<file path="config.mk">
export PLATFORM = sky130hd
export DESIGN_NAME = vita_gearbox_align_flat
export DESIGN_NICKNAME = d
export VERILOG_FILES = /design/src/rtl/vita_gearbox_pkg.sv /design/src/rtl/vita_gearbox_align_if.sv /design/src/rtl/vita_gearbox_core.sv /design/src/rtl/vita_gearbox_align.sv /design/src/flat_wrapper.sv
export SDC_FILE = /design/constraint.sdc
export NUM_CORES = 1
export LEC_CHECK = 0
export BUFFER_PORTS_ARGS = -buffer_cell sky130_fd_sc_hd__buf_2
export CAP_MARGIN = 0
export CORE_MARGIN = 4
export CORE_UTILIZATION = 50
export DETAILED_ROUTE_END_ITERATION = 10
export GPL_TIMING_DRIVEN = 1
export PLACE_DENSITY_LB_ADDON = 0.1
export SLEW_MARGIN = 30
export SYNTH_ARGS = -nofsm -noshare
export SYNTH_HDL_FRONTEND = slang
export SYNTH_SLANG_ARGS = --single-unit
export TNS_END_PERCENT = 10
</file>
<file path="constraint.sdc">
create_clock -name wclk -period 3.7 [get_ports wclk]
set_input_delay 0.74 -clock wclk [delete_from_list [all_inputs] [get_ports wclk]]
set_output_delay 0.74 -clock wclk [all_outputs]
set_load 0.03 [all_outputs]
</file>
<file path="src/rtl/vita_gearbox_pkg.sv">
`default_nettype none
// ============================================================================
// Module      : vita_gearbox_pkg
// Description : Shared types and constants for the VITA lane gearbox/aligner.
// Revision    : 1.0 - initial release
// ============================================================================
package vita_gearbox_pkg;

  typedef enum logic [2:0] {
    ST_IDLE   = 3'd0,
    ST_SEARCH = 3'd1,
    ST_VERIFY = 3'd2,
    ST_LOCKED = 3'd3,
    ST_FAIL   = 3'd4
  } align_state_t;

  localparam logic [7:0]  c_train_w8  = 8'hE9;
  localparam logic [9:0]  c_train_w10 = 10'h3A6;
  localparam logic [11:0] c_train_w12 = 12'hE9A;

  // slip_count must be able to hold OUT_W itself, hence the extra bit
  function automatic int slip_cnt_w(input int out_w);
    return $clog2(out_w) + 1;
  endfunction

  function automatic logic [11:0] default_train_word(input int out_w);
    case (out_w)
      8:       return {4'h0, c_train_w8};
      12:      return c_train_w12;
      default: return {2'b00, c_train_w10};
    endcase
  endfunction

endpackage
`default_nettype wire

</file>
<file path="src/rtl/vita_gearbox_align_if.sv">
`default_nettype none
// ============================================================================
// Module      : vita_gearbox_align_if
// Description : Lane data/control bundle between deserializer side and decoder.
// Revision    : 1.0 - initial release
// ============================================================================
interface vita_gearbox_align_if #(
  parameter int IN_W  = 4,
  parameter int OUT_W = 10
) ();
  import vita_gearbox_pkg::*;

  localparam int c_sc_w = slip_cnt_w(OUT_W);

  logic [IN_W-1:0]   din;
  logic              bitslip;
  logic              align_en;
  logic [OUT_W-1:0]  dout;
  logic              dout_valid;
  logic              aligned;
  logic              align_fail;
  logic [c_sc_w-1:0] slip_count;

  modport master (
    output din, bitslip, align_en,
    input  dout, dout_valid, aligned, align_fail, slip_count
  );

  modport slave (
    input  din, bitslip, align_en,
    output dout, dout_valid, aligned, align_fail, slip_count
  );

endinterface
`default_nettype wire

</file>
<file path="src/rtl/vita_gearbox_core.sv">
`default_nettype none
// ============================================================================
// Module      : vita_gearbox_core
// Description : IN_W->OUT_W bit accumulator with single-bit slip and emit.
// Revision    : 1.0 - initial release
// ============================================================================
module vita_gearbox_core #(
  parameter int IN_W  = 4,
  parameter int OUT_W = 10
) (
  input  logic             wclk,
  input  logic             reset,
  input  logic [IN_W-1:0]  din,
  input  logic             slip,
  output logic [OUT_W-1:0] word,
  output logic             valid
);

  localparam int c_acc_w = OUT_W + IN_W - 1;
  localparam int c_cnt_w = $clog2(c_acc_w + 1);

  logic [c_acc_w-1:0] r_acc;
  logic [c_cnt_w-1:0] r_cnt;
  logic [OUT_W-1:0]   r_word;
  logic               r_valid;

  logic [c_acc_w-1:0] w_acc_nxt;
  logic [c_cnt_w-1:0] w_cnt_sum;
  logic [c_cnt_w-1:0] w_cnt_nxt;
  logic [c_cnt_w-1:0] w_shift;
  logic               w_emit;
  logic [OUT_W-1:0]   w_word;

  // Valid bits live in r_acc[r_cnt-1:0], oldest at the top; a slip drops din[0]
  always_comb begin
    w_acc_nxt = {r_acc[c_acc_w-IN_W-1:0], din};
    w_cnt_sum = r_cnt + c_cnt_w'(IN_W);
    if (slip) begin
      w_acc_nxt = {r_acc[c_acc_w-IN_W:0], din[IN_W-1:1]};
      w_cnt_sum = r_cnt + c_cnt_w'(IN_W - 1);
    end
    w_emit    = (w_cnt_sum >= c_cnt_w'(OUT_W));
    w_shift   = w_cnt_sum - c_cnt_w'(OUT_W);
    w_word    = OUT_W'(w_acc_nxt >> w_shift);
    w_cnt_nxt = w_emit ? w_shift : w_cnt_sum;
  end

  always_ff @(posedge wclk or posedge reset) begin
    if (reset) begin
      r_acc   <= '0;
      r_cnt   <= '0;
      r_word  <= '0;
      r_valid <= 1'b0;
    end else begin
      r_acc   <= w_acc_nxt;
      r_cnt   <= w_cnt_nxt;
      r_valid <= w_emit;
      if (w_emit) begin
        r_word <= w_word;
      end
    end
  end

  assign word  = r_word;
  assign valid = r_valid;

endmodule
`default_nettype wire

</file>
<file path="src/rtl/vita_gearbox_align.sv">
`default_nettype none
// ============================================================================
// Module      : vita_gearbox_align
// Description : Lane gearbox with automatic training-word bitslip alignment.
// Revision    : 1.0 - initial release
// ============================================================================
module vita_gearbox_align
  import vita_gearbox_pkg::*;
#(
  parameter int               IN_W       = 4,
  parameter int               OUT_W      = 10,
  parameter logic [OUT_W-1:0] TRAIN_WORD = OUT_W'(default_train_word(OUT_W)),
  parameter int               LOCK_CNT   = 16,
  parameter int               SLIP_WAIT  = 2
) (
  input  logic                 wclk,
  input  logic                 reset,
  vita_gearbox_align_if.slave  bus
);

  localparam int c_sc_w    = slip_cnt_w(OUT_W);
  localparam int c_wait_w  = $clog2(SLIP_WAIT + 2);
  localparam int c_match_w = $clog2(LOCK_CNT + 1);

  align_state_t         r_state,      w_state_nxt;
  logic [c_sc_w-1:0]    r_slip_count, w_slip_count_nxt;
  logic [c_wait_w-1:0]  r_wait,       w_wait_nxt;
  logic [c_match_w-1:0] r_match,      w_match_nxt;
  logic                 r_slip_req,   w_slip_req_nxt;

  logic                 w_slip;
  logic [OUT_W-1:0]     w_word;
  logic                 w_valid;
  logic                 w_is_train;
  logic [c_match_w-1:0] w_match_inc;

  // Manual slips only count while idle; FSM slips land the cycle after the decision
  assign w_slip = r_slip_req | ((r_state == ST_IDLE) & bus.bitslip);

  vita_gearbox_core #(
    .IN_W  (IN_W),
    .OUT_W (OUT_W)
  ) u_core (
    .wclk  (wclk),
    .reset (reset),
    .din   (bus.din),
    .slip  (w_slip),
    .word  (w_word),
    .valid (w_valid)
  );

  assign w_is_train  = (w_word == TRAIN_WORD);
  assign w_match_inc = r_match + c_match_w'(1);

  always_ff @(posedge wclk or posedge reset) begin
    if (reset) begin
      r_state      <= ST_IDLE;
      r_slip_count <= '0;
      r_wait       <= '0;
      r_match      <= '0;
      r_slip_req   <= 1'b0;
    end else begin
      r_state      <= w_state_nxt;
      r_slip_count <= w_slip_count_nxt;
      r_wait       <= w_wait_nxt;
      r_match      <= w_match_nxt;
      r_slip_req   <= w_slip_req_nxt;
    end
  end

  always_comb begin
    w_state_nxt      = r_state;
    w_slip_count_nxt = r_slip_count;
    w_wait_nxt       = r_wait;
    w_match_nxt      = r_match;
    w_slip_req_nxt   = 1'b0;

    if (!bus.align_en) begin
      w_state_nxt = ST_IDLE;
    end else begin
      unique case (r_state)
        ST_IDLE: begin
          w_state_nxt      = ST_SEARCH;
          w_slip_count_nxt = '0;
          w_wait_nxt       = c_wait_w'(SLIP_WAIT);
        end
        ST_SEARCH: begin
          if (w_valid) begin
            if (r_wait != '0) begin
              w_wait_nxt = r_wait - c_wait_w'(1);
            end else if (w_is_train) begin
              w_match_nxt = c_match_w'(1);
              w_state_nxt = (LOCK_CNT == 1) ? ST_LOCKED : ST_VERIFY;
            end else if (r_slip_count < c_sc_w'(OUT_W)) begin
              w_slip_req_nxt   = 1'b1;
              w_slip_count_nxt = r_slip_count + c_sc_w'(1);
              w_wait_nxt       = c_wait_w'(SLIP_WAIT);
            end else begin
              w_state_nxt = ST_FAIL;
            end
          end
        end
        ST_VERIFY: begin
          if (w_valid) begin
            if (w_is_train) begin
              w_match_nxt = w_match_inc;
              if (w_match_inc >= c_match_w'(LOCK_CNT)) begin
                w_state_nxt = ST_LOCKED;
              end
            end else begin
              // Settle time already elapsed, so the next mismatch slips at once
              w_state_nxt = ST_SEARCH;
              w_wait_nxt  = '0;
            end
          end
        end
        ST_LOCKED, ST_FAIL: begin
          w_state_nxt = r_state;
        end
        default: begin
          w_state_nxt = ST_IDLE;
        end
      endcase
    end
  end

  assign bus.dout       = w_word;
  assign bus.dout_valid = w_valid;
  assign bus.aligned    = (r_state == ST_LOCKED);
  assign bus.align_fail = (r_state == ST_FAIL);
  assign bus.slip_count = r_slip_count;

endmodule
`default_nettype wire

</file>
<file path="src/flat_wrapper.sv">
// flat-port wrapper written by rule: the top's interface ports become plain ports
module vita_gearbox_align_flat import vita_gearbox_pkg::*;
#(
  parameter int               IN_W       = 4,
  parameter int               OUT_W      = 10,
  parameter logic [OUT_W-1:0] TRAIN_WORD = OUT_W'(default_train_word(OUT_W)),
  parameter int               LOCK_CNT   = 16,
  parameter int               SLIP_WAIT  = 2
)
  (wclk, reset, bus_din, bus_bitslip, bus_align_en, bus_dout, bus_dout_valid, bus_aligned, bus_align_fail, bus_slip_count);
  vita_gearbox_align_if #(.IN_W(IN_W), .OUT_W(OUT_W)) bus_i ();
  input  logic wclk;
  input  logic reset;
  input wire logic [$bits(bus_i.din)-1:0] bus_din;
  input wire logic [$bits(bus_i.bitslip)-1:0] bus_bitslip;
  input wire logic [$bits(bus_i.align_en)-1:0] bus_align_en;
  output wire logic [$bits(bus_i.dout)-1:0] bus_dout;
  output wire logic [$bits(bus_i.dout_valid)-1:0] bus_dout_valid;
  output wire logic [$bits(bus_i.aligned)-1:0] bus_aligned;
  output wire logic [$bits(bus_i.align_fail)-1:0] bus_align_fail;
  output wire logic [$bits(bus_i.slip_count)-1:0] bus_slip_count;
  assign bus_i.din = bus_din;
  assign bus_i.bitslip = bus_bitslip;
  assign bus_i.align_en = bus_align_en;
  assign bus_dout = bus_i.dout;
  assign bus_dout_valid = bus_i.dout_valid;
  assign bus_aligned = bus_i.aligned;
  assign bus_align_fail = bus_i.align_fail;
  assign bus_slip_count = bus_i.slip_count;
  vita_gearbox_align #(.IN_W(IN_W), .OUT_W(OUT_W), .TRAIN_WORD(TRAIN_WORD), .LOCK_CNT(LOCK_CNT), .SLIP_WAIT(SLIP_WAIT)) u_core (.wclk(wclk), .reset(reset), .bus(bus_i));
endmodule
</file>
=== Word level (Yosys, flattened, before mapping) ===
Index checks and enable logic that the tools add are counted.

* Flip-flop bits (word level): 41
* Bits of input ports: 8
* Output and inout port bits: 18
* Logic and storage cells: 88

* $add $sub $neg: 6
* $lt $le $gt $ge: 3
* Eq/ne operators: 21
* Shift operators: 1
* Mux-type cells: 36
* Bitwise operators: 2
* Reduce and logical (&&, ||, !) cells: 10

{| class="wikitable"
|+ Operators with widths
! operator !! number
|-
| $mux 5 || 9
|-
| $mux 3 || 8
|-
| $pmux 5 s2 || 2
|-
| $reduce_and 7->1 || 2
|-
| $mux 13 || 1
|-
| $shr 13x4->10 || 1
|-
| $mux 2 || 6
|-
| $ne 2x2->1 const B || 6
|-
| $ne 3x3->1 const B || 4
|-
| $pmux 3 s4 || 1
|-
| $reduce_and 6->1 || 2
|-
| $add 5x1->5 const B || 2
|-
| $eq 10x10->1 const B || 1
|-
| $mux 4 || 2
|-
| $eq 3x2->1 const B || 2
|-
| $mux 1 || 6
|-
| $ne 2x1->1 const B || 3
|-
| $pmux 2 s3 || 1
|-
| $reduce_bool 2->1 || 3
|-
| $ge 5x5->1 const B || 1
|-
| $lt 5x4->1 const B || 1
|-
| $add 4x2->4 const B || 1
|-
| $add 4x3->4 const B || 1
|-
| $ge 4x4->1 const B || 1
|-
| other kinds (12) || 12
|}

=== Longest topological paths before layout ===
Gate-level depths: netlist (run 1).

* Depth after elaboration: 7
* Gate-level depth with buffers: 14

=== Modules after synthesis ===
From an unflattened synthesis (run 1), not the netlist that was laid out.

* Cell total of the unflattened synthesis: 279
* Area, all modules: 2706.3 µm²

{| class="wikitable"
|+ Modules (own cells, without submodules)
! module !! times used !! cells an instance !! area an instance (µm²)
|-
| vita_gearbox_core || 1 || 166 || 1611.5
|-
| vita_gearbox_align || 1 || 113 || 1094.8
|}

=== Worst setup path before layout (run 1) ===
Ideal clock, no wire load.

* Path type: register to register
* From: register u_core.u_core.r_cnt[0]
* To: register u_core.u_core.r_word[0] (netlist: u_core.u_core.word[0])
* Library setup time: 0.135 ns
* Arrival time: 2.824 ns
* Data required time: 3.565 ns
* Slack: 0.741 ns
* Stages on the path, launching flop included: 15
* Path buffers: 4
* Period minus slack after synthesis: 2.959 ns
* Cell sequence: dfrtp_1 -> clkbuf_1 -> inv_1 -> clkbuf_1 -> ha_1 -> o21ai_0 -> a21boi_0 -> inv_1 -> buf_2 -> ha_1 -> buf_1 -> inv_1 -> xnor2_1 -> a221oi_1 -> o31ai_1

* Word-level cells in the longest chain between the ends: 4

{| class="wikitable"
|+ Ends and longest elaborated chain
! what !! RTL line !! source
|-
| from (decl) || vita_gearbox_core.sv:23 || <nowiki>logic [c_cnt_w-1:0] r_cnt;</nowiki>
|-
| from (signal assigned) || vita_gearbox_core.sv:56 || <nowiki>r_cnt <= w_cnt_nxt;</nowiki>
|-
| $add 4x3->4 or $add 4x2->4 (tied branches) || vita_gearbox_core.sv:37, vita_gearbox_core.sv:40 ||
|-
| $mux 4 * || vita_gearbox_core.sv:38 || <nowiki>if (slip) begin</nowiki>
|-
| $sub 4x4->4 || vita_gearbox_core.sv:43 || <nowiki>w_shift = w_cnt_sum - c_cnt_w'(OUT_W);</nowiki>
|-
| $shr 13x4->10 || vita_gearbox_core.sv:44 || <nowiki>w_word = OUT_W'(w_acc_nxt >> w_shift);</nowiki>
|-
| to (signal assigned) || vita_gearbox_core.sv:59 || <nowiki>r_word <= w_word;</nowiki>
|-
| to (decl) || vita_gearbox_core.sv:24 || <nowiki>logic [OUT_W-1:0] r_word;</nowiki>
|}

Every way passes the cells marked *; elsewhere a longest branch is shown, timed or not.
A chain may end at the register's enable or synchronous reset.

=== Worst setup path after layout (run 1) ===
* From: register u_core.r_state[0]
* To: register u_core.u_core.r_word[1] (netlist: u_core.u_core.word[1])

* Word-level cells in the longest chain between the ends: 6

{| class="wikitable"
|+ Ends and longest elaborated chain
! what !! RTL line !! source
|-
| from (decl) || vita_gearbox_align.sv:25 || <nowiki>align_state_t r_state, w_state_nxt;</nowiki>
|-
| from (signal assigned) || vita_gearbox_align.sv:63 || <nowiki>r_state <= w_state_nxt;</nowiki>
|-
| $logic_not 3->1 * || vita_gearbox_align.sv:38 || <nowiki>assign w_slip = r_slip_req | ((r_state == ST_IDLE) & bus.bitslip);</nowiki>
|-
| $and 1x1->1 * || vita_gearbox_align.sv:38 ||
|-
| $or 1x1->1 * || vita_gearbox_align.sv:38 ||
|-
| $mux 4 || vita_gearbox_core.sv:38 ||
|-
| $sub 4x4->4 || vita_gearbox_core.sv:43 ||
|-
| $shr 13x4->10 || vita_gearbox_core.sv:44 ||
|}

Marks and branches as above.

==> results by group, run 1 <==
Synthesis
  • Average size of a mapped cell: 8.63 µm²
  • Cell area after synthesis: 0.00268 mm²
  • Most instantiated flip-flop cell in the synthesis netlist: sky130_fd_sc_hd__dfrtp_1
  • Post-synthesis cell count: 310
  • Library cell with the largest summed area after synthesis: sky130_fd_sc_hd__dfrtp_1
  • Cells taking the most area after synthesis: sky130_fd_sc_hd__dfrtp_1 (38%), sky130_fd_sc_hd__nand2_1 (4.9%), sky130_fd_sc_hd__o21ai_0 (3.7%)
  • Post-synth EDFFs: 0
  • Number of synthesized register bits: 41
  • Most used standard cells in the synthesized netlist: sky130_fd_sc_hd__dfrtp_1 (41), sky130_fd_sc_hd__nand2_1 (35), sky130_fd_sc_hd__nor2_1 (24), sky130_fd_sc_hd__o21ai_0 (20)
  • Post-synth top area share: 0.383
  • Sequential cell area fraction in the yosys report: 0.383
  • Net count after synthesis: 324
  • Cell variety after synth: 61
  • Most frequent cell after synthesis: sky130_fd_sc_hd__dfrtp_1
  • Synthesis warning total: 0
  • Proportion of register bits with asynchronous set or reset after synthesis: 1.00

CTS
  • Clock buffer depth: 2
  • Total number of clock tree sinks: 41
  • Hold buffer count at CTS: 0
  • Quantity of gates resized following cts: 0
  • H-tree depth: 2
  • TritonCTS clock tree: built
  • Source-to-sink clock delay at the later pin of the worst-skew pair: 0.30 ns
  • Buffers inserted by post-CTS timing repair: 0
  • Clock transition at the registers of the reported paths: 0.09 ns
  • Number of buffers created by CTS: 5
  • Clock root buffer master: sky130_fd_sc_hd__clkbuf_8

Detailed routing
  • Final WL: 6.45 mm
  • Drt drc: 0
  • Number of antenna-violating nets in the routed design: 0
  • Detailed-routing iteration count for the pre-antenna-repair pass: 5
  • Iter 0 DRT Violations: 103
  • Average via count per standard cell: 5.96
  • Wirelength per Cell: 16.0 µm
  • Via count: 2,400

Global route
  • Largest net degree at the start of global routing: 42
  • Total global routing overflow: 0
  • Tot GR Track Use: 0.215
  • Antenna violations before repair: 0
  • First-pass GRT wire length: 10.9 mm
  • Vias in the first global route: 2,325

Power and ir drop
  • Leakage component of the power: 1.39 nW
  • PnR Total Power: 0.00312 W
  • IR drop worst, VDD: 0.555 mV
  • Total power divided by cell area: 1040 mW/mm²

Critical path
  • Most repeated library cell on the critical path: sky130_fd_sc_hd__inv_1
  • Dominant delay contributor by cell family on the critical path: compound AO/OA/AOI/OAI gates
  • Data arrival time of the critical path: 3.08 ns
  • Reg2reg start: u_core.r_state[0]
  • Critical Path Sink Type: flip-flop
  • WP buf/inv: 2
  • Sort of element at the start of the critical path: flip-flop
  • Depth of the critical timing path with buffers and inverters included: 9
  • R2R Path End: u_core.u_core.word[1]
  • Crit path largest cell delay: 0.58 ns
  • Setup slack on the worst flop-to-flop path: 0.86 ns
  • Crit path required time: 3.94 ns
  • Critical setup path kind: reg -> reg
  • Cells along the critical path: nor4b_2 -> o21ai_0 -> xnor2_1 -> inv_1 -> ha_1 -> inv_1 -> a21oi_1 -> a221oi_1 -> o22a_1
  • Logic depth of the worst register-to-register path: 9
  • Highest fanout seen on the critical path: 13
  • Capturing instance or port of the critical path: u_core.u_core.word[1]
  • Slowest stage cell on the critical path: sky130_fd_sc_hd__nor4b_2
  • CP Launch Point: u_core.r_state[0]

Place
  • Number of input and output port buffers inserted: 25
  • Routability Congestion: 0.880
  • Dpl hpwl: 4.73 mm
  • Total cell area at the placement stage: 0.00287 mm²

Floorplanning
  • Row cnt: 26
  • Chip width: 81.2 µm
  • Top Ports: 26
  • Height of the die: 81.2 µm
  • Initial cell density of the core: 0.521
  • Total core area: 0.00514 mm²
  • Area of the die: 0.00659 mm²

STA
  • Setup clock skew after layout: 0.0156 ns
  • Final Max Tran Viols: 0
  • Worst slew margin relative to its limit: 0.599
  • Hold WS: 0.507 ns
  • Transition time of the tightest slew-check pin: 0.601 ns
  • Total of endpoints with negative setup slack in the final report: 0
  • Setup repair after global routing missed its margin: no
  • Fraction of the cycle the final worst path needs: 0.767
  • Maximum clock frequency: 352 MHz
  • Shortest clock period the worst path allows after layout: 2.84 ns
  • Final hold violation count: 0
  • Total negative slack for setup checks: 0 ns

Finish
  • Fill cell instance count of the final layout: 488
  • Fraction of final layout cells with drive strength greater than 1: 0.165
  • Post-layout nets: 346
  • Growth of design area from synthesis to finish: 12.3%
  • # diodes: 0
  • Non-Filler Cell Area, Final: 0.00301 mm²

Job
  • Max-cap violations: 0

Worst hold path
  • Min-delay worst type: reg -> reg

Status
  • Run status: finished, final reports clean
-- worst min-delay path by stage --
stage | startpoint | endpoint | slack [ns] | depth (start not counted)
final | u_core.r_match[2] | u_core.r_match[2] | 0.51 | 1
after global routing | u_core.r_match[2] | u_core.r_match[2] | 0.53 | 1
after floorplan | u_core.r_match[2] | u_core.r_match[2] | 0.46 | 1
after CTS | u_core.r_match[2] | u_core.r_match[2] | 0.50 | 1
after detailed placement | u_core.r_match[2] | u_core.r_match[2] | 0.49 | 1
after global placement | u_core.r_match[2] | u_core.r_match[2] | 0.49 | 1
-- state kept, by name (all words and copies together), names as in the netlist --
name and count:
u_core.bus.slip_count 5, u_core.r_match 5, u_core.r_slip_req 1, u_core.r_state 3
u_core.r_wait 2, u_core.u_core.r_acc 10, u_core.u_core.r_cnt 4, u_core.u_core.valid 1
u_core.u_core.word 10
-- metrics by stage --
stage / util / setup slack (ns) / std cells
finish: 0.585 / 0.862 / 403
CTS: 0.585 / 0.887 / 403
global placement: 0.559 / 0.657 / 395
global route: 0.585 / 0.660 / 403
detailed placement: 0.559 / 0.721 / 395
floorplan: - / 0.741 / 310
-- worst reg2reg max path: cells and delay by family, from the launching register on --
kind,cells,cell delay [ns]
buffers and inverters,2,0.25
AO/OA/AOI/OAI,4,0.83
adder cells (fa/ha/maj),1,0.39
flip-flops,1,0.52
XOR/XNOR,1,0.22
AND/OR/NAND/NOR,1,0.58
-- kinds of logic after synthesis --
kind of cell    Yosys count  share of synthesized area
compound gates           95                      0.247
xor+xnor                  5                     0.0164
fa+ha+maj                 6                     0.0280
buf+inv                  35                     0.0528
flops                    41                      0.383
mux                      12                     0.0510
simple gates            116                      0.222
-- final cells by class --
type / instances / area [µm²] / area share
Clock buffer: 5 / 68.8 / 0.0229
Clock inverter: 3 / 65.1 / 0.0216
Inverter: 17 / 63.8 / 0.0212
Multi-Input combinational cell: 234 / 1510 / 0.502
Sequential cell: 41 / 1030 / 0.341
Tap cell: 70 / 87.6 / 0.0291
Timing Repair Buffer: 33 / 185 / 0.0616
-- routing by layer --
layer	global-route usage	vias to the layer above	share of wire
li1	-	1176	-
met4	0.0997	0	0.027
met1	0.260	1147	0.44
met5	0	-	0
met2	0.365	61	0.49
met3	0.0443	16	0.043
-- power breakdown --
group          internal, W  total, W  switching (W)
combinational     0.000776   0.00192        0.00115
sequential        0.000606  0.000771       0.000165
clock             0.000268  0.000423       0.000155
total              0.00165   0.00312        0.00147
-- cells in the final DEF (no fill, tap or decap), types with 4 or more instances in the layout --
cell type / n
sky130_fd_sc_hd__mux2i_1: 8
sky130_fd_sc_hd__clkbuf_8: 5
sky130_fd_sc_hd__nand2_1: 35
sky130_fd_sc_hd__nand3_1: 16
sky130_fd_sc_hd__nand2b_1: 9
sky130_fd_sc_hd__o31ai_1: 8
sky130_fd_sc_hd__nor2b_1: 10
sky130_fd_sc_hd__a31oi_1: 7
sky130_fd_sc_hd__a221oi_1: 4
sky130_fd_sc_hd__a21oi_1: 12
sky130_fd_sc_hd__buf_4: 8
sky130_fd_sc_hd__ha_1: 6
sky130_fd_sc_hd__buf_2: 25
sky130_fd_sc_hd__dfrtp_1: 41
sky130_fd_sc_hd__o21ai_0: 20
sky130_fd_sc_hd__nor3_1: 4
sky130_fd_sc_hd__a21boi_0: 4
sky130_fd_sc_hd__nor2_1: 24
sky130_fd_sc_hd__inv_1: 16
Power figures use the tool's default switching activity.
==> run 2, diff against run 1 <==
Clock period 3.7 ns to 2.98 ns, I/O delays scaled along.
==> run 2 against run 1 <==
  * Via count up 1.9%
  * Total power rose by 20%
  * Cell count up 0.50%
  * Setup slack got worse by 0.52 ns
  * Global-route usage is essentially flat
  * Critical path type unchanged
  * Critical endpoint is now u_core.u_core.word[2]
==> results by group, run 2 (synthesis gave the netlist of run 1 again) <==
Power and ir drop
  • Leakage component of the power: 1.38 nW (was 1.39 nW)
  • Int Pwr: 0.00190 W (was 0.00165 W)
  • Reg power frac: 0.244 (was 0.247)
  • Clk pwr share: 0.090 (was 0.136)
  • IR drop worst, VDD: 0.743 mV (was 0.555 mV)
  • Combinational power share: 0.666 (was 0.617)
  • Net switching fraction of the power: 0.492 (was 0.471)
  • PnR Total Power: 0.00374 W (was 0.00312 W)
  • Switching power: 0.00184 W (was 0.00147 W)
  • Total power divided by cell area: 1250 mW/mm² (was 1040 mW/mm²)

Critical path
  • Setup slack on the worst flop-to-flop path: 0.34 ns (was 0.86 ns)
  • Sort of element at the start of the critical path: flip-flop (unchanged)
  • R2R Path End: u_core.u_core.word[2] (was u_core.u_core.word[1])
  • Crit path required time: 3.16 ns (was 3.94 ns)
  • WP buf/inv: 2 (unchanged)
  • Highest fanout seen on the critical path: 17 (was 13)
  • Dominant delay contributor by cell family on the critical path: flip-flops (was compound AO/OA/AOI/OAI gates)
  • Critical setup path kind: reg -> reg (unchanged)
  • Data arrival time of the critical path: 2.82 ns (was 3.08 ns)
  • Cells along the critical path: nor4b_2 -> buf_4 -> o21ai_0 -> xnor2_1 -> inv_1 -> ha_1 -> mux4_2 -> a2bb2oi_1 -> a21oi_1 (was nor4b_2 -> o21ai_0 -> xnor2_1 -> inv_1 -> ha_1 -> inv_1 -> a21oi_1 -> a221oi_1 -> o22a_1)
  • Slowest stage cell on the critical path: sky130_fd_sc_hd__dfrtp_1 (was sky130_fd_sc_hd__nor4b_2)
  • Crit path largest cell delay: 0.50 ns (was 0.58 ns)
  • Logic depth of the worst register-to-register path: 9 (unchanged)
  • Critical Path Sink Type: flip-flop (unchanged)
  • Reg2reg start: u_core.r_state[1] (was u_core.r_state[0])

Finish
  • # diodes: 0 (unchanged)
  • Fraction of final layout cells with drive strength greater than 1: 0.173 (was 0.165)
  • Leading cell type in the layout, fill and taps excluded: sky130_fd_sc_hd__dfrtp_1 (unchanged)
  • Area occupied by multi-input gates: 0.00152 mm² (was 0.00151 mm²)
  • Most used cells in the layout excluding fill and tap cells: sky130_fd_sc_hd__dfrtp_1 (41), sky130_fd_sc_hd__nand2_1 (35), sky130_fd_sc_hd__buf_2 (25), sky130_fd_sc_hd__nor2_1 (24), sky130_fd_sc_hd__o21ai_0 (20) (unchanged)
  • Fill cell instance count of the final layout: 504 (was 488)
  • FF/Latch Area: 0.00103 mm² (unchanged)
  • Post-layout nets: 350 (was 346)
  • Non-Filler Cell Area, Final: 0.00298 mm² (was 0.00301 mm²)
  • Growth of design area from synthesis to finish: 11.4% (was 12.3%)

Global route
  • Total global routing overflow: 0 (unchanged)
  • Vias in the first global route: 2,199 (was 2,325)
  • First-pass GRT wire length: 10.9 mm (about the same)
  • Tot GR Track Use: 0.215 (about the same)
  • Antenna violations before repair: 0 (unchanged)
  • Largest net degree at the start of global routing: 42 (unchanged)

STA
  • Final Max Tran Viols: 0 (unchanged)
  • Maximum clock frequency: 379 MHz (was 352 MHz)
  • Setup repair after global routing missed its margin: no (unchanged)
  • Worst slew margin relative to its limit: 0.603 (was 0.599)
  • Total of endpoints with negative setup slack in the final report: 0 (unchanged)
  • Setup clock skew after layout: 0.0106 ns (was 0.0156 ns)
  • Shortest clock period the worst path allows after layout: 2.64 ns (was 2.84 ns)
  • Total negative slack for setup checks: 0 ns (unchanged)
  • Final hold violation count: 0 (unchanged)
  • Transition time of the tightest slew-check pin: 0.596 ns (was 0.601 ns)
  • Fraction of the cycle the final worst path needs: 0.886 (was 0.767)

CTS
  • Clock buffer depth: 2 (unchanged)
  • Quantity of gates resized following cts: 0 (unchanged)
  • Clock root buffer master: sky130_fd_sc_hd__clkbuf_8 (unchanged)
  • Total number of clock tree sinks: 41 (unchanged)
  • TritonCTS clock tree: built (unchanged)
  • Buffers inserted by post-CTS timing repair: 0 (unchanged)
  • Hold buffer count at CTS: 0 (unchanged)
  • Clock transition at the registers of the reported paths: 0.08 ns (was 0.09 ns)
  • Number of buffers created by CTS: 5 (unchanged)
  • Source-to-sink clock delay at the later pin of the worst-skew pair: 0.30 ns (about the same)
  • H-tree depth: 2 (unchanged)

Place
  • Routability Congestion: 0.893 (was 0.880)
  • Total cell area at the placement stage: 0.00290 mm² (was 0.00287 mm²)
  • Number of input and output port buffers inserted: 25 (unchanged)
  • Dpl hpwl: 4.81 mm (was 4.73 mm)

Detailed routing
  • Via count: 2,445 (was 2,400)
  • Wirelength per Cell: 16.3 µm (was 16.0 µm)
  • Detailed-routing iteration count for the pre-antenna-repair pass: 5 (unchanged)
  • Iter 0 DRT Violations: 107 (was 103)
  • Number of antenna-violating nets in the routed design: 0 (unchanged)
  • Average via count per standard cell: 6.04 (was 5.96)
  • Final WL: 6.60 mm (was 6.45 mm)
  • Drt drc: 0 (unchanged)

Floorplanning
  • Top Ports: 26 (unchanged)
  • Height of the die: 81.2 µm (unchanged)
  • Initial cell density of the core: 0.521 (unchanged)
  • Total core area: 0.00514 mm² (unchanged)
  • Area of the die: 0.00659 mm² (unchanged)
  • Chip width: 81.2 µm (unchanged)
  • Row cnt: 26 (unchanged)

Worst hold path
  • Min-delay worst type: in -> async (was reg -> reg)

Status
  • Run status: finished, final reports clean (unchanged)

Job
  • Max-cap violations: 0 (unchanged)
==> run 2: worst register-to-register path, stage by stage, from the launching register on <==
cell and delay, ns:
sky130_fd_sc_hd__dfrtp_1 0.50, sky130_fd_sc_hd__nor4b_2 0.29, sky130_fd_sc_hd__buf_4 0.25, sky130_fd_sc_hd__o21ai_0 0.13, sky130_fd_sc_hd__xnor2_1 0.23, sky130_fd_sc_hd__inv_1 0.12
sky130_fd_sc_hd__ha_1 0.40, sky130_fd_sc_hd__mux4_2 0.33, sky130_fd_sc_hd__a2bb2oi_1 0.18, sky130_fd_sc_hd__a21oi_1 0.09
==> run 2: cell type report <==
class	count	share of cell area
multi-input combinational	234	0.508
sequential	41	0.344
timing repair buffer	37	0.0722
tap	70	0.0294
clock buffer	5	0.0231
inverter	17	0.0214
clock inverter	1	0.00168
==> run 2: worst max path at each step <==
stage / depth (start not counted) / start / slack (ns) / to
2_1_floorplan: 14 / u_core.u_core.r_cnt[0] / 0.02 / u_core.u_core.word[0]
3_3_place_gp: 8 / bus_bitslip / 0.29 / u_core.u_core.word[5]
3_5_place_dp: 10 / bus_bitslip / 0.24 / u_core.u_core.word[2]
4_1_cts: 9 / u_core.r_state[1] / 0.35 / u_core.u_core.word[2]
5_1_grt: 10 / u_core.r_state[1] / 0.1 / u_core.u_core.word[3]
6_report: 9 / u_core.r_state[1] / 0.34 / u_core.u_core.word[2]
==> run 2: power groups by stage <==
stage / Sequential (W) / Combinational (W) / Clock [W]
2_1_floorplan: 0.00102 / 0.00171 / 0
3_3_place_gp: 0.000914 / 0.00241 / 0
3_5_place_dp: 0.000918 / 0.00246 / 0
4_1_cts: 0.000908 / 0.00246 / 0.000350
5_1_grt: 0.000936 / 0.00273 / 0.000374
6_report: 0.000910 / 0.00249 / 0.000337
==> run 2: per-layer routing <==
layer  share of wire  vias up  routed length [µm]  track usage
met5               0        -                   0            0
li1                -     1188                   -            -
met3           0.050        5                 330       0.0344
met4          0.0095        0                  63       0.0676
met2            0.49       71                3250        0.357
met1            0.45     1181                2950        0.287
==> run 2: metrics by stage <==
stage,utilization,setup WS [ns],instances,hold slack (ns)
3_5_place_dp,0.565,0.243,399,0.488
4_1_cts,0.579,0.351,405,0.438
3_3_place_gp,0.565,0.288,399,0.476
6_report,0.580,0.338,405,0.405
5_1_grt,0.580,0.0981,405,0.471
2_1_floorplan,-,0.0207,310,0.461
